$ cat src/rtl/spi_slave_responder.sv
// SPI mode-0 slave: oversamples SCLK/SS/MOSI on the system clock, receives MOSI bytes MSB first
// and serialises buffered response bytes onto MISO.
module spi_slave_responder #(
   parameter int unsigned SYNC_STAGES   = 2,
   parameter logic [7:0]  UNDERRUN_BYTE = 8'hFF
) (
   input  logic       CLK_48MHZ,
   input  logic       BUF2_PBRST_T9,
   input  logic       SCLK,
   input  logic       SS,
   input  logic       MOSI,
   output logic       MISO,
   output logic       MISO_OE,
   input  logic [7:0] TX_DATA,
   input  logic       TX_LOAD,
   output logic       TX_READY,
   output logic [7:0] RX_DATA,
   output logic       RX_VALID,
   output logic       FRAME_ACTIVE,
   output logic       FRAME_DONE,
   output logic [7:0] BYTE_COUNT,
   output logic       UNDERRUN
);

   localparam int unsigned BYTE_W    = 8;
   localparam int unsigned BIT_CNT_W = 3;

   typedef enum logic [1:0] {
      ST_IDLE  = 2'd0,
      ST_LOAD  = 2'd1,
      ST_SHIFT = 2'd2
   } state_e;

   logic                   clk;
   logic                   rst_n;

   assign clk   = CLK_48MHZ;
   assign rst_n = BUF2_PBRST_T9;

   // Input synchronisers plus one history flop for edge detection
   logic [SYNC_STAGES-1:0] sclk_sync_q;
   logic [SYNC_STAGES-1:0] ss_sync_q;
   logic [SYNC_STAGES-1:0] mosi_sync_q;
   logic                   sclk_hist_q;
   logic                   ss_hist_q;

   always_ff @(posedge clk or negedge rst_n) begin
      if (!rst_n) begin
         sclk_sync_q <= '0;
         ss_sync_q   <= '1;
         mosi_sync_q <= '0;
         sclk_hist_q <= 1'b0;
         ss_hist_q   <= 1'b1;
      end else begin
         sclk_sync_q <= {sclk_sync_q[SYNC_STAGES-2:0], SCLK};
         ss_sync_q   <= {ss_sync_q[SYNC_STAGES-2:0], SS};
         mosi_sync_q <= {mosi_sync_q[SYNC_STAGES-2:0], MOSI};
         sclk_hist_q <= sclk_sync_q[SYNC_STAGES-1];
         ss_hist_q   <= ss_sync_q[SYNC_STAGES-1];
      end
   end

   logic sclk_s;
   logic ss_s;
   logic mosi_s;
   logic sclk_rise;
   logic sclk_fall;
   logic ss_rise;
   logic ss_fall;

   assign sclk_s    = sclk_sync_q[SYNC_STAGES-1];
   assign ss_s      = ss_sync_q[SYNC_STAGES-1];
   assign mosi_s    = mosi_sync_q[SYNC_STAGES-1];
   assign sclk_rise = sclk_s & ~sclk_hist_q;
   assign sclk_fall = ~sclk_s & sclk_hist_q;
   assign ss_rise   = ss_s & ~ss_hist_q;
   assign ss_fall   = ~ss_s & ss_hist_q;

   state_e state_q;
   state_e state_d;

   always_ff @(posedge clk or negedge rst_n) begin
      if (!rst_n) begin
         state_q <= ST_IDLE;
      end else begin
         state_q <= state_d;
      end
   end

   always_comb begin
      state_d = state_q;
      unique case (state_q)
         ST_IDLE:  if (ss_fall) state_d = ST_LOAD;
         ST_LOAD:  state_d = ss_rise ? ST_IDLE : ST_SHIFT;
         ST_SHIFT: if (ss_rise) state_d = ST_IDLE;
         default:  state_d = ST_IDLE;
      endcase
   end

   logic [BYTE_W-1:0]    tx_shift_q,   tx_shift_d;
   logic [BYTE_W-2:0]    rx_shift_q,   rx_shift_d;
   logic [BIT_CNT_W-1:0] bit_cnt_q,    bit_cnt_d;
   logic [BYTE_W-1:0]    tx_buf_q,     tx_buf_d;
   logic                 tx_ready_q,   tx_ready_d;
   logic                 reload_pend_q, reload_pend_d;
   logic                 under_pend_q, under_pend_d;
   logic [BYTE_W-1:0]    rx_data_q,    rx_data_d;
   logic                 rx_valid_q,   rx_valid_d;
   logic [BYTE_W-1:0]    byte_count_q, byte_count_d;
   logic                 underrun_q,   underrun_d;
   logic                 frame_done_q, frame_done_d;
   logic                 frame_act_q,  frame_act_d;
   logic                 miso_q,       miso_d;

   // Byte for the next tx_shift load: buffered byte, else a same-cycle TX_LOAD, else filler
   logic [BYTE_W-1:0]    reload_byte;
   logic                 reload_under;

   assign reload_byte  = !tx_ready_q ? tx_buf_q : (TX_LOAD ? TX_DATA : UNDERRUN_BYTE);
   assign reload_under = tx_ready_q & ~TX_LOAD;

   always_comb begin
      tx_shift_d    = tx_shift_q;
      rx_shift_d    = rx_shift_q;
      bit_cnt_d     = bit_cnt_q;
      tx_buf_d      = tx_buf_q;
      tx_ready_d    = tx_ready_q;
      reload_pend_d = reload_pend_q;
      under_pend_d  = under_pend_q;
      rx_data_d     = rx_data_q;
      rx_valid_d    = 1'b0;
      byte_count_d  = byte_count_q;
      underrun_d    = underrun_q;
      frame_done_d  = 1'b0;

      if (TX_LOAD && tx_ready_q) begin
         tx_buf_d   = TX_DATA;
         tx_ready_d = 1'b0;
      end

      unique case (state_q)
         ST_LOAD: begin
            tx_shift_d    = reload_byte;
            tx_ready_d    = 1'b1;
            bit_cnt_d     = '0;
            byte_count_d  = '0;
            underrun_d    = reload_under;
            under_pend_d  = 1'b0;
            reload_pend_d = 1'b0;
            rx_shift_d    = '0;
            if (ss_rise) frame_done_d = 1'b1;
         end
         ST_SHIFT: begin
            if (ss_rise) begin
               frame_done_d  = 1'b1;
               bit_cnt_d     = '0;
               rx_shift_d    = '0;
               reload_pend_d = 1'b0;
               under_pend_d  = 1'b0;
            end else if (sclk_rise) begin
               rx_shift_d = {rx_shift_q[BYTE_W-3:0], mosi_s};
               // A filler byte counts as sent once the master samples its first bit
               if (under_pend_q) begin
                  underrun_d   = 1'b1;
                  under_pend_d = 1'b0;
               end
               if (bit_cnt_q == BIT_CNT_W'(BYTE_W - 1)) begin
                  rx_data_d     = {rx_shift_q, mosi_s};
                  rx_valid_d    = 1'b1;
                  byte_count_d  = byte_count_q + 8'd1;
                  bit_cnt_d     = '0;
                  reload_pend_d = 1'b1;
               end else begin
                  bit_cnt_d = bit_cnt_q + BIT_CNT_W'(1);
               end
            end else if (sclk_fall) begin
               if (reload_pend_q) begin
                  tx_shift_d    = reload_byte;
                  tx_ready_d    = 1'b1;
                  under_pend_d  = reload_under;
                  reload_pend_d = 1'b0;
               end else begin
                  tx_shift_d = {tx_shift_q[BYTE_W-2:0], 1'b0};
               end
            end
         end
         default: ;
      endcase

      frame_act_d = (state_d != ST_IDLE);
      miso_d      = (state_d == ST_SHIFT) ? tx_shift_d[BYTE_W-1] : 1'b1;
   end

   always_ff @(posedge clk or negedge rst_n) begin
      if (!rst_n) begin
         tx_shift_q    <= '0;
         rx_shift_q    <= '0;
         bit_cnt_q     <= '0;
         tx_buf_q      <= '0;
         tx_ready_q    <= 1'b1;
         reload_pend_q <= 1'b0;
         under_pend_q  <= 1'b0;
         rx_data_q     <= '0;
         rx_valid_q    <= 1'b0;
         byte_count_q  <= '0;
         underrun_q    <= 1'b0;
         frame_done_q  <= 1'b0;
         frame_act_q   <= 1'b0;
         miso_q        <= 1'b1;
      end else begin
         tx_shift_q    <= tx_shift_d;
         rx_shift_q    <= rx_shift_d;
         bit_cnt_q     <= bit_cnt_d;
         tx_buf_q      <= tx_buf_d;
         tx_ready_q    <= tx_ready_d;
         reload_pend_q <= reload_pend_d;
         under_pend_q  <= under_pend_d;
         rx_data_q     <= rx_data_d;
         rx_valid_q    <= rx_valid_d;
         byte_count_q  <= byte_count_d;
         underrun_q    <= underrun_d;
         frame_done_q  <= frame_done_d;
         frame_act_q   <= frame_act_d;
         miso_q        <= miso_d;
      end
   end

   assign MISO         = miso_q;
   assign MISO_OE      = frame_act_q;
   assign FRAME_ACTIVE = frame_act_q;
   assign TX_READY     = tx_ready_q;
   assign RX_DATA      = rx_data_q;
   assign RX_VALID     = rx_valid_q;
   assign BYTE_COUNT   = byte_count_q;
   assign UNDERRUN     = underrun_q;
   assign FRAME_DONE   = frame_done_q;

endmodule

$ cat config.mk
export PLATFORM = sky130hd
export DESIGN_NAME = spi_slave_responder
export DESIGN_NICKNAME = d
export VERILOG_FILES = /design/src/rtl/spi_slave_responder.sv
export SDC_FILE = /design/constraint.sdc
export NUM_CORES = 1
export LEC_CHECK = 0
export CAP_MARGIN = 5
export CORE_MARGIN = 2
export CORE_UTILIZATION = 49
export DETAILED_ROUTE_END_ITERATION = 12
export PLACE_DENSITY = 0.8
export SLEW_MARGIN = 20
export SYNTH_ARGS = -nofsm -noshare
export SYNTH_HDL_FRONTEND = slang
export SYNTH_SLANG_ARGS = --single-unit
export TNS_END_PERCENT = 50
$ cat constraint.sdc
create_clock -name CLK_48MHZ -period 1.7 [get_ports CLK_48MHZ]
set_input_delay 0.34 -clock CLK_48MHZ [delete_from_list [all_inputs] [get_ports CLK_48MHZ]]
set_output_delay 0.34 -clock CLK_48MHZ [all_outputs]
set_load 0.01 [all_outputs]
==> impl_metrics.yaml <==
yosys:
  async_reset_ff_frac: 1.00
  synth_common_cells: "dfrtp_1, mux2_2, nand2_1"
  ys_types: 50
  synth-edff-count: 0
  ys_warn_count: 0
  syn-mean-instance-area_um2: 12.4
  netlist_instances: 213
  yosysTopAreaCell: "dfrtp_1"
  synth.top_cell.area_share: 0.519
  syn_area_mm2: 0.00265
  ys.flop_type: "dfrtp_1"
  synth_most_common_cell: "dfrtp_1"
  synthesis.nets: 236
  synth.ff_latch_count: 60
  synth_area_leaders: "dfrtp_1, mux2_2, dfstp_2, ha_1, a22o_1"
  synth_seq_area_share: 0.569
sta:
  tns_ps: 0
  setup_viol: 0
  fin_worst_skew_ps: 5.43
  rsz0062_at_grt: "true"
  clock.fmax_mhz: 605
  post-route-period-util: 0.972
  finalMaxSlewViolations: 0
  setup_slack_ps: 47.1
  timing.final.hold_violations: 0
  tightest_slew_ps: 528
  fin_crit_ps: 1650
  relSlewSlack: 0.648
routing:
  num_vias: 1960
  drt_iter0_drc: 108
  antenna_left: 0
  wl_um: 5340
  drt-vias-per-instance: 5.58
  post-route-drc-count: 0
  post_drt_wl_per_cell_um: 15.2
  firstDrtPassIters: 4
clocking:
  clkLatencyLatePin_ps: 340
  cts_tree: "built"
  htree_levels: 3
  cts_max_path_buffers: 2
  cts_sinks: 60
  cts_root_buf: "clkbuf_8"
  clk_pin_slew_ps: 60
  numCtsBuffers: 9
place:
  globalplace.congestion: 0.791
  dpl.hpwl_um: 3670
  dp_cells: 334
  pre_cts_ws_ps: -41.8
  io_buffer_count: 36
  place_area_mm2: 0.00324
setup_path:
  crit_required_ps: 1360
  worstPathArrival_ps: 1310
  endpoint_kind: "primary output"
  crit_type: "reg -> out"
  max_stage_delay_ps: 550
  cp_max_fo: 6
  cp_cell_sequence: "clkdlybuf4s50_1"
  crit_path_start_kind: "flop"
  crit_slowest_cell: "clkdlybuf4s50_1"
  cp.buffers_inverters: 1
  crit_family: "buffers and inverters"
global_route:
  grt_max_degree: 26
  grt_first_pass_wirelength_um: 8870
  grt_pass1_vias: 1899
  antenna_found_initial: 0
  overflow: 0
  grtUsageTotal: 0.190
power_and_ir_drop:
  p_total_w: 0.00446
  powerDensity_mw_per_mm2: 1260
  cellLeakagePower_nw: 1.60
  peakVddDrop_mv: 0.813
run:
  maxCapViolations: 0
layout:
  drive_gt1_frac: 0.302
  design_area_mm2: 0.00353
  n_antenna_cell: 0
  finalNetCount: 300
  layout.cells.non_filler: 351
  area_delta_synth_final_pct: 33.1
die:
  rows: 26
  core_area_mm2: 0.00517
  start_util: 0.513
  die_x_um: 77.6
  dieArea_mm2: 0.00602
  dieHeight_um: 77.6
  top_level_ports: 37
run_status:
  outcome: "finished, final reports clean"
worst_hold_path:
  hp-class: "reg -> reg"
-- area by class of cell --
cell class | count | area (um^2)
Clock buffer | 13 | 159
Clock inverter | 2 | 10.0
Fill cell | 371 | 1640
Inverter | 7 | 26.3
Multi-Input combinational cell | 137 | 1160
Sequential cell | 60 | 1510
Tap cell | 70 | 87.6
Timing Repair Buffer | 62 | 578
-- repair_timing --
item	4_1_cts	5_1_grt
pin swaps	0	1
setup buffers	0	1
hold buffers	1	0
endpoints found under the setup margin	20	16
endpoints found under the hold margin	14	0
resized for setup	7	22
-- per-layer routing --
layer / up-vias / part of all wire / track usage
met5: - / 0 / 0
met4: 0 / 0.021 / 0.0893
met3: 12 / 0.046 / 0.0488
met2: 55 / 0.47 / 0.291
met1: 967 / 0.46 / 0.253
li1: 926 / - / -
-- placed cells by master, fill, tap and decap left out, types with 3 or more instances in the layout --
cell,count
nand4_1,3
inv_1,4
a22o_1,8
nor3_1,7
nand2_1,13
clkdlybuf4s50_1,32
and2b_2,3
dfstp_2,5
o21ai_0,7
ha_1,3
dlygate4sd2_1,3
a21oi_1,6
dfrtp_1,52
o22ai_1,8
mux2_2,16
o31ai_1,4
ha_4,6
dfrtp_2,3
a221o_1,6
clkbuf_8,11
inv_2,3
buf_4,22
nand3_1,6
nor2_1,6
-- worst paths after layout --
kind / start / cells after the start / end / slack, ps
min: sclk_sync_q[0]$_DFF_PN0_ / 0 / sclk_sync_q[1]$_DFF_PN0_ / 350
max reg2reg: sclk_hist_q$_DFF_PN0_ / 6 / tx_shift_q[2]$_DFFE_PN0P_ / 50
max in group asynchronous: BUF2_PBRST_T9 / 3 / MISO$_DFF_PN1_ / 600
min reg2reg: sclk_sync_q[0]$_DFF_PN0_ / 0 / sclk_sync_q[1]$_DFF_PN0_ / 350
max: BYTE_COUNT[3]$_DFFE_PN0P_ / 1 / BYTE_COUNT[3] / 50
min in group asynchronous: BUF2_PBRST_T9 / 2 / RX_VALID$_DFF_PN0_ / 520
-- per-stage QoR --
step / hold slack [ps] / utilization
finish: 349 / 0.682
detailed placement: 336 / 0.627
CTS: 349 / 0.662
global route: 356 / 0.682
floorplan: 44.4 / -
global placement: 331 / 0.627
-- power breakdown --
part	internal (W)	switching (W)	leakage [nW]	total (W)
logic	0.000756	0.000761	0.727	0.00152
registers	0.00170	0.000138	0.780	0.00184
clock network	0.000596	0.000510	0.0893	0.00111
total	0.00305	0.00141	1.60	0.00446
-- logic make-up (layout without fill, tap and decap cells) --
group                      Yosys count  count (layout)  share of synthesized area
DFF                                 60              60                      0.569
buffers and inverters               16              84                     0.0311
adders and majority gates            9               9                     0.0425
xor gates and xnor gates             2               2                    0.00661
AOI/OAI and AO/OA                   54              54                      0.156
muxes                               17              17                     0.0717
and+or+nand+nor                     55              55                      0.123
-- state kept, by name, summed over array words and instances, names as in the netlist, 3 cells and up --
signal,count
tx_buf_q,8
rx_shift_q,7
bit_cnt_q,3
BYTE_COUNT,8
tx_shift_q,8
RX_DATA,8
No activity file was read; power rests on OpenSTA's default activity.
